===== src/rtl/branch_btb_if.sv =====
// Fetch/predict/update bundle between the fetch unit, BRU and the BTB.
// Latency: none; this is wiring only.
// Backpressure: none; every request is accepted in the cycle it is driven.
interface branch_btb_if;
  logic        fetch_valid;
  logic [31:0] fetch_pc;
  logic        fetch_cancel;
  logic        btb_clear;

  logic        pred_valid;
  logic [31:0] pred_pc;
  logic        pred_hit;
  logic        pred_taken;
  logic [31:0] pred_target;

  logic        upd_valid;
  logic [31:0] upd_pc;
  logic        upd_taken;
  logic [31:0] upd_target;
  logic        upd_jr;

  // Fetch/BRU side: issues lookups and training updates.
  modport master (
    output fetch_valid, fetch_pc, fetch_cancel, btb_clear,
    output upd_valid, upd_pc, upd_taken, upd_target, upd_jr,
    input  pred_valid, pred_pc, pred_hit, pred_taken, pred_target
  );

  // BTB side: answers lookups and absorbs updates.
  modport slave (
    input  fetch_valid, fetch_pc, fetch_cancel, btb_clear,
    input  upd_valid, upd_pc, upd_taken, upd_target, upd_jr,
    output pred_valid, pred_pc, pred_hit, pred_taken, pred_target
  );
endinterface


===== src/rtl/branch_btb.sv =====
// Direct-mapped BTB with 2-bit saturating counters, trained by BRU outcomes.
// Latency: prediction 1 cycle after lookup; update visible to a same-cycle lookup.
// Backpressure: none; lookups and updates are accepted every cycle.
module branch_btb #(
  parameter int ENTRIES = 16,
  parameter int IDX_W   = 4,
  parameter int TAG_W   = 26
) (
  input logic         clk,
  input logic         resetn,
  branch_btb_if.slave bus
);

  logic [ENTRIES-1:0] valid_q;
  logic [ENTRIES-1:0] jr_q;
  logic [TAG_W-1:0]   tag_q [ENTRIES];
  logic [1:0]         ctr_q [ENTRIES];
  logic [31:0]        tgt_q [ENTRIES];

  logic [IDX_W-1:0] upd_idx;
  logic [TAG_W-1:0] upd_tag;
  logic             upd_hit;
  logic             wr_en;
  logic [1:0]       new_ctr;
  logic             new_jr;
  logic [31:0]      new_tgt;

  logic [IDX_W-1:0] f_idx;
  logic [TAG_W-1:0] f_tag;
  logic             byp;
  logic             l_valid;
  logic [TAG_W-1:0] l_tag;
  logic [1:0]       l_ctr;
  logic             l_jr;
  logic [31:0]      l_tgt;
  logic             l_hit;
  logic             l_taken;
  logic [31:0]      l_target;
  logic [31:0]      seq_pc;

  logic        pred_valid_q;
  logic [31:0] pred_pc_q;
  logic        pred_hit_q;
  logic        pred_taken_q;
  logic [31:0] pred_target_q;

  // Byte-offset bits of the update PC play no part in indexing or tagging.
  logic unused_bits;
  assign unused_bits = ^bus.upd_pc[1:0];

  assign upd_idx = bus.upd_pc[IDX_W+1:2];
  assign upd_tag = bus.upd_pc[31:IDX_W+2];
  assign upd_hit = valid_q[upd_idx] && (tag_q[upd_idx] == upd_tag);

  // Training: allocate on a taken miss, otherwise walk the counter of a hit.
  // A clear in the same cycle suppresses the write entirely.
  always_comb begin
    wr_en   = 1'b0;
    new_ctr = ctr_q[upd_idx];
    new_jr  = jr_q[upd_idx];
    new_tgt = tgt_q[upd_idx];
    if (bus.upd_valid && !bus.btb_clear) begin
      if (upd_hit) begin
        wr_en = 1'b1;
        if (bus.upd_taken) begin
          new_ctr = (ctr_q[upd_idx] == 2'b11) ? 2'b11 : ctr_q[upd_idx] + 2'd1;
          new_jr  = bus.upd_jr;
          new_tgt = bus.upd_target;
        end else begin
          new_ctr = (ctr_q[upd_idx] == 2'b00) ? 2'b00 : ctr_q[upd_idx] - 2'd1;
        end
      end else if (bus.upd_taken) begin
        wr_en   = 1'b1;
        new_ctr = 2'b10;
        new_jr  = bus.upd_jr;
        new_tgt = bus.upd_target;
      end
    end
  end

  assign f_idx  = bus.fetch_pc[IDX_W+1:2];
  assign f_tag  = bus.fetch_pc[31:IDX_W+2];
  assign seq_pc = {bus.fetch_pc[31:2] + 30'd1, 2'b00};

  // Lookup reads the post-update entry when the update hits the same index.
  always_comb begin
    byp     = wr_en && (upd_idx == f_idx);
    l_valid = byp ? 1'b1    : valid_q[f_idx];
    l_tag   = byp ? upd_tag : tag_q[f_idx];
    l_ctr   = byp ? new_ctr : ctr_q[f_idx];
    l_jr    = byp ? new_jr  : jr_q[f_idx];
    l_tgt   = byp ? new_tgt : tgt_q[f_idx];
    l_hit   = !bus.btb_clear && l_valid && (l_tag == f_tag);
    l_taken = l_hit && (l_jr || l_ctr[1]);
    l_target = l_taken ? l_tgt : seq_pc;
  end

  // Valid bits are the only reset state in the table.
  always_ff @(posedge clk or negedge resetn) begin
    if (!resetn) begin
      valid_q <= '0;
    end else if (bus.btb_clear) begin
      valid_q <= '0;
    end else if (wr_en) begin
      valid_q[upd_idx] <= 1'b1;
    end
  end

  // Entry payload; meaningless until the matching valid bit is set.
  always_ff @(posedge clk) begin
    if (wr_en) begin
      tag_q[upd_idx] <= upd_tag;
      ctr_q[upd_idx] <= new_ctr;
      jr_q[upd_idx]  <= new_jr;
      tgt_q[upd_idx] <= new_tgt;
    end
  end

  // Prediction register; payload only moves when a lookup is launched.
  always_ff @(posedge clk or negedge resetn) begin
    if (!resetn) begin
      pred_valid_q  <= 1'b0;
      pred_pc_q     <= '0;
      pred_hit_q    <= 1'b0;
      pred_taken_q  <= 1'b0;
      pred_target_q <= '0;
    end else begin
      pred_valid_q <= bus.fetch_valid;
      if (bus.fetch_valid) begin
        pred_pc_q     <= bus.fetch_pc;
        pred_hit_q    <= l_hit;
        pred_taken_q  <= l_taken;
        pred_target_q <= l_target;
      end
    end
  end

  // A cancel in the cycle the prediction is presented kills it.
  assign bus.pred_valid  = pred_valid_q && !bus.fetch_cancel;
  assign bus.pred_pc     = pred_pc_q;
  assign bus.pred_hit    = pred_hit_q;
  assign bus.pred_taken  = pred_taken_q;
  assign bus.pred_target = pred_target_q;

endmodule


===== src/flat_wrapper.sv =====
// flat-port wrapper written by rule: the top's interface ports become plain ports
module branch_btb_flat 
#(
  parameter int ENTRIES = 16,
  parameter int IDX_W   = 4,
  parameter int TAG_W   = 26
)
  (clk, resetn, bus_fetch_valid, bus_fetch_pc, bus_fetch_cancel, bus_btb_clear, bus_upd_valid, bus_upd_pc, bus_upd_taken, bus_upd_target, bus_upd_jr, bus_pred_valid, bus_pred_pc, bus_pred_hit, bus_pred_taken, bus_pred_target);
  branch_btb_if bus_i ();
  input logic clk;
  input logic resetn;
  input wire logic [$bits(bus_i.fetch_valid)-1:0] bus_fetch_valid;
  input wire logic [$bits(bus_i.fetch_pc)-1:0] bus_fetch_pc;
  input wire logic [$bits(bus_i.fetch_cancel)-1:0] bus_fetch_cancel;
  input wire logic [$bits(bus_i.btb_clear)-1:0] bus_btb_clear;
  input wire logic [$bits(bus_i.upd_valid)-1:0] bus_upd_valid;
  input wire logic [$bits(bus_i.upd_pc)-1:0] bus_upd_pc;
  input wire logic [$bits(bus_i.upd_taken)-1:0] bus_upd_taken;
  input wire logic [$bits(bus_i.upd_target)-1:0] bus_upd_target;
  input wire logic [$bits(bus_i.upd_jr)-1:0] bus_upd_jr;
  output wire logic [$bits(bus_i.pred_valid)-1:0] bus_pred_valid;
  output wire logic [$bits(bus_i.pred_pc)-1:0] bus_pred_pc;
  output wire logic [$bits(bus_i.pred_hit)-1:0] bus_pred_hit;
  output wire logic [$bits(bus_i.pred_taken)-1:0] bus_pred_taken;
  output wire logic [$bits(bus_i.pred_target)-1:0] bus_pred_target;
  assign bus_i.fetch_valid = bus_fetch_valid;
  assign bus_i.fetch_pc = bus_fetch_pc;
  assign bus_i.fetch_cancel = bus_fetch_cancel;
  assign bus_i.btb_clear = bus_btb_clear;
  assign bus_i.upd_valid = bus_upd_valid;
  assign bus_i.upd_pc = bus_upd_pc;
  assign bus_i.upd_taken = bus_upd_taken;
  assign bus_i.upd_target = bus_upd_target;
  assign bus_i.upd_jr = bus_upd_jr;
  assign bus_pred_valid = bus_i.pred_valid;
  assign bus_pred_pc = bus_i.pred_pc;
  assign bus_pred_hit = bus_i.pred_hit;
  assign bus_pred_taken = bus_i.pred_taken;
  assign bus_pred_target = bus_i.pred_target;
  branch_btb #(.ENTRIES(ENTRIES), .IDX_W(IDX_W), .TAG_W(TAG_W)) u_core (.clk(clk), .resetn(resetn), .bus(bus_i));
endmodule

===== config.mk =====
export PLATFORM = sky130hd
export DESIGN_NAME = branch_btb_flat
export DESIGN_NICKNAME = d
export VERILOG_FILES = /design/src/rtl/branch_btb_if.sv /design/src/rtl/branch_btb.sv /design/src/flat_wrapper.sv
export SDC_FILE = /design/constraint.sdc
export NUM_CORES = 2
export LEC_CHECK = 0
export CAP_MARGIN = 15
export CORE_ASPECT_RATIO = 0.5
export CORE_MARGIN = 1.5
export CORE_UTILIZATION = 40
export DETAILED_ROUTE_END_ITERATION = 10
export SYNTH_ARGS = -nofsm -noshare
export SYNTH_HDL_FRONTEND = slang
export SYNTH_SLANG_ARGS = --single-unit

===== constraint.sdc =====
create_clock -name clk -period 7.1 [get_ports clk]
set_input_delay 1.775 -clock clk [delete_from_list [all_inputs] [get_ports clk]]
set_output_delay 1.775 -clock clk [all_outputs]
set_load 0.02 [all_outputs]

==> run metrics <==
status=finished, violations left; failing checks=DRC; Syn-to-layout area delta=15.6%; WHS=505 ps; cell taking the most area after synthesis=edfxtp_1; slew margin rel.=26.7%; max-cap violations=0; RSZ-0062 raised after global routing=false; slowest CP cell=or4b_1; most used cell, CP=buf_12; Root Driver=clkbuf_16; fin crit share=84.3%; vias=29100; largest net degree at the start of global routing=79; mean post-synth cell area=19.3 um^2; number of library cell types mapped by synthesis=81; crit path max fanout=33; Vias/cell=6.35; Worst Max-Slew Pin Slew=1100 ps; Post-Route WL=154000 um; htree depth=3; GRT overflow=0; Worst-Skew Late Latency=730 ps; IO Pins=171; I/O Buffers=168; CP Data Arrival Time=6600 ps; antenna viol nets, final=0; maximum vdd drop=0.190 mV; fillcell total=10300; antenna violations before repair=0; # DRC=2; fin nets=2934; Tot GR Track Use=24.1%; Resized cells post-CTS=0; Pre-Repair DR Iteration Count=11; Area contributors post-synth=edfxtp_1 (58%), mux4_2 (24%), dfrtp_1 (4.1%); Worst Path Required=7710 ps; Netlist Area Pre-Place=0.0506 mm^2; WP buf/inv=3; static leakage=18.7 nW; cts bufs inserted=99; Row Count=91; Slew Viols, Final=0; die extent in x=506 um; post-CTS setup buffer count=0; core area=0.124 mm^2; fin area=0.0585 mm^2; clock sinks=1059; family with the most delay on the worst path=simple AND/OR/NAND/NOR gates; Final setup violation count=0; top cells by count, synth=edfxtp_1 (976), mux4_2 (546), mux2_2 (111); Hold Vio Cnt, Final=0; HPWL after DPL=90600 um; Hold Crit Class=flip-flop to flip-flop; Fin Clk Skew=37.3 ps; Initial Util=40.7%; FF+latch area=0.0314 mm^2; Post-synth EDFFs=976; Crit path largest cell delay=550 ps; die height=254 um; Placed Cells=4402; CTS tree=yes; top_reg_cell synth=edfxtp_1; Design Power=0.0140 W; Avg WL per Cell=33.6 um; Async SR Flop Fraction=7.84%; most frequent cell after synthesis=edfxtp_1; Multi-input gate area=0.0183 mm^2; synthesis warning total=0; vias in the first global route=29600; WS Path Type=input port to flip-flop; P per Cell Area=240 mW/mm^2; Synth top area share=58.0%; die area=0.129 mm^2; CP endpoint kind=flip-flop; Mapped Cells=2621; Net Count, Synth=2726; FF+latch count, synth=1059; Placed Instance Area=0.0551 mm^2; layout cell share with drive strength beyond 1=33.9%; Hold-fix buffers, CTS=0; Clock Path Buffers=3; DR iter-0 viols=3897; Final min period=5990 ps; Final Wtd Congestion=0.900; critical path startpoint category=input port; Non-Filler Instances=4586; sequential area share after synthesis=62.1%; cell chain of the critical path=buf_8, buf_12, mux4_2, mux2i_1, xnor2_1, o221ai_1, nor3_1, o22ai_1, o31ai_4, nand2_2, mux2_4, or4b_1, or3_1, buf_12, a311o_1; fmax=0.167 GHz; setup total negative slack=0 ps; global-route wire length before repair=220000 um; clock-pin slew on the worst setup and hold paths=60 ps
layer usage:
metal  GRT usage, %  vias to the layer above  share of wire [%]  wire [um]
met2           38.1                     1422                 47      72900
met5              0                        -                  0          0
li1               -                    11600                  -          -
met1           33.9                    15800                 41      63600
met4           8.55                        0                3.6       5610
met3           4.26                      265                7.8      12100
flip-flops by register name, summed over array words and instances, names as in the netlist:
signal	flops
u_core.bus.pred_pc	32
u_core.bus.pred_target	32
u_core.jr_q	16
u_core.valid_q	16
u_core.pred_valid_q	1
u_core.bus.pred_hit	1
u_core.tgt_q	512
u_core.bus.pred_taken	1
u_core.tag_q	416
u_core.ctr_q	32
layout make-up:
| type | instances | share of cell area (%) |
|---|---|---|
| sequential | 1059 | 53.7 |
| inverter | 37 | 0.242 |
| clock inverter | 56 | 0.924 |
| antenna | 1 | 0.00428 |
| clock buffer | 127 | 4.81 |
| tap | 1674 | 3.58 |
| timing repair buffer | 304 | 5.51 |
| multi-input combinational | 1328 | 31.3 |
kinds of logic after synthesis:
| group | count (synthesis) | share of synthesized area [%] |
|---|---|---|
| muxes | 751 | 28.7 |
| AOI/OAI and AO/OA | 192 | 2.95 |
| buffers and inverters | 234 | 2.05 |
| and+or+nand+nor | 316 | 3.08 |
| DFF | 1059 | 62.1 |
| adders and majority gates | 2 | 0.0445 |
| xor gates and xnor gates | 67 | 1.16 |
metrics by stage:
step	util, %	setup slack [ps]
floorplan	-	-204
detailed placement	44.3	529
finish	47.0	1110
global placement	44.3	543
CTS	47.0	1280
global route	47.0	1040
report_power, final:
| group | switching, W | leakage (nW) | internal [W] |
|---|---|---|---|
| registers | 0.0000495 | 9.81 | 0.00695 |
| clock network | 0.00243 | 1.65 | 0.00313 |
| logic | 0.000825 | 7.24 | 0.000631 |
worst paths after layout:
kind | cells after the start | slack (ps) | startpoint | end
hold reg to reg | 1 | 510 | u_core.bus.pred_pc[0] | u_core.bus.pred_pc[0]
setup reg to reg | 13 | 2360 | u_core.tag_q[3][7] | u_core.bus.pred_target[3]
hold / removal | 1 | 510 | u_core.bus.pred_pc[0] | u_core.bus.pred_pc[0]
min in group asynchronous | 1 | 940 | resetn | u_core.bus.pred_pc[22]
setup / recovery | 15 | 1110 | bus_upd_pc[3] | u_core.bus.pred_target[3]
max in group asynchronous | 2 | 4900 | resetn | u_core.bus.pred_pc[10]
worst register-to-register path, stage by stage (launching register included):
cell,delay (ps)
edfxtp_1,400
mux4_2,450
mux2i_1,350
nor2_1,80
a2111o_1,350
nor3_1,430
o22ai_1,240
o31ai_4,300
nand2_2,150
mux2_4,320
or4b_1,550
or3_1,420
buf_12,190
a311o_1,380
layout by cell type, fill, tap and decap left out, drive strengths merged, types with 6 or more instances in the layout:
cell and instances:
edfxtp 976, mux4 546, clkdlybuf4s50 158, buf 146, clkbuf 127, mux2 114
mux2i 91, dfrtp 83, nor2 81, nand2 77, xnor2 47, inv 42
clkinv 41, nor3 34, nor4 32, a21oi 27, a221o 27, nand3 21
o21ai 21, xor2 20, o22ai 19, a22oi 16, nor2b 15, and3 13
nand4 11, a22o 9, bufinv 9, nand2b 8, a211oi 8, o211ai 7
o2bb2ai 7, o221ai 6
No activity file was read; power rests on OpenSTA's default activity.
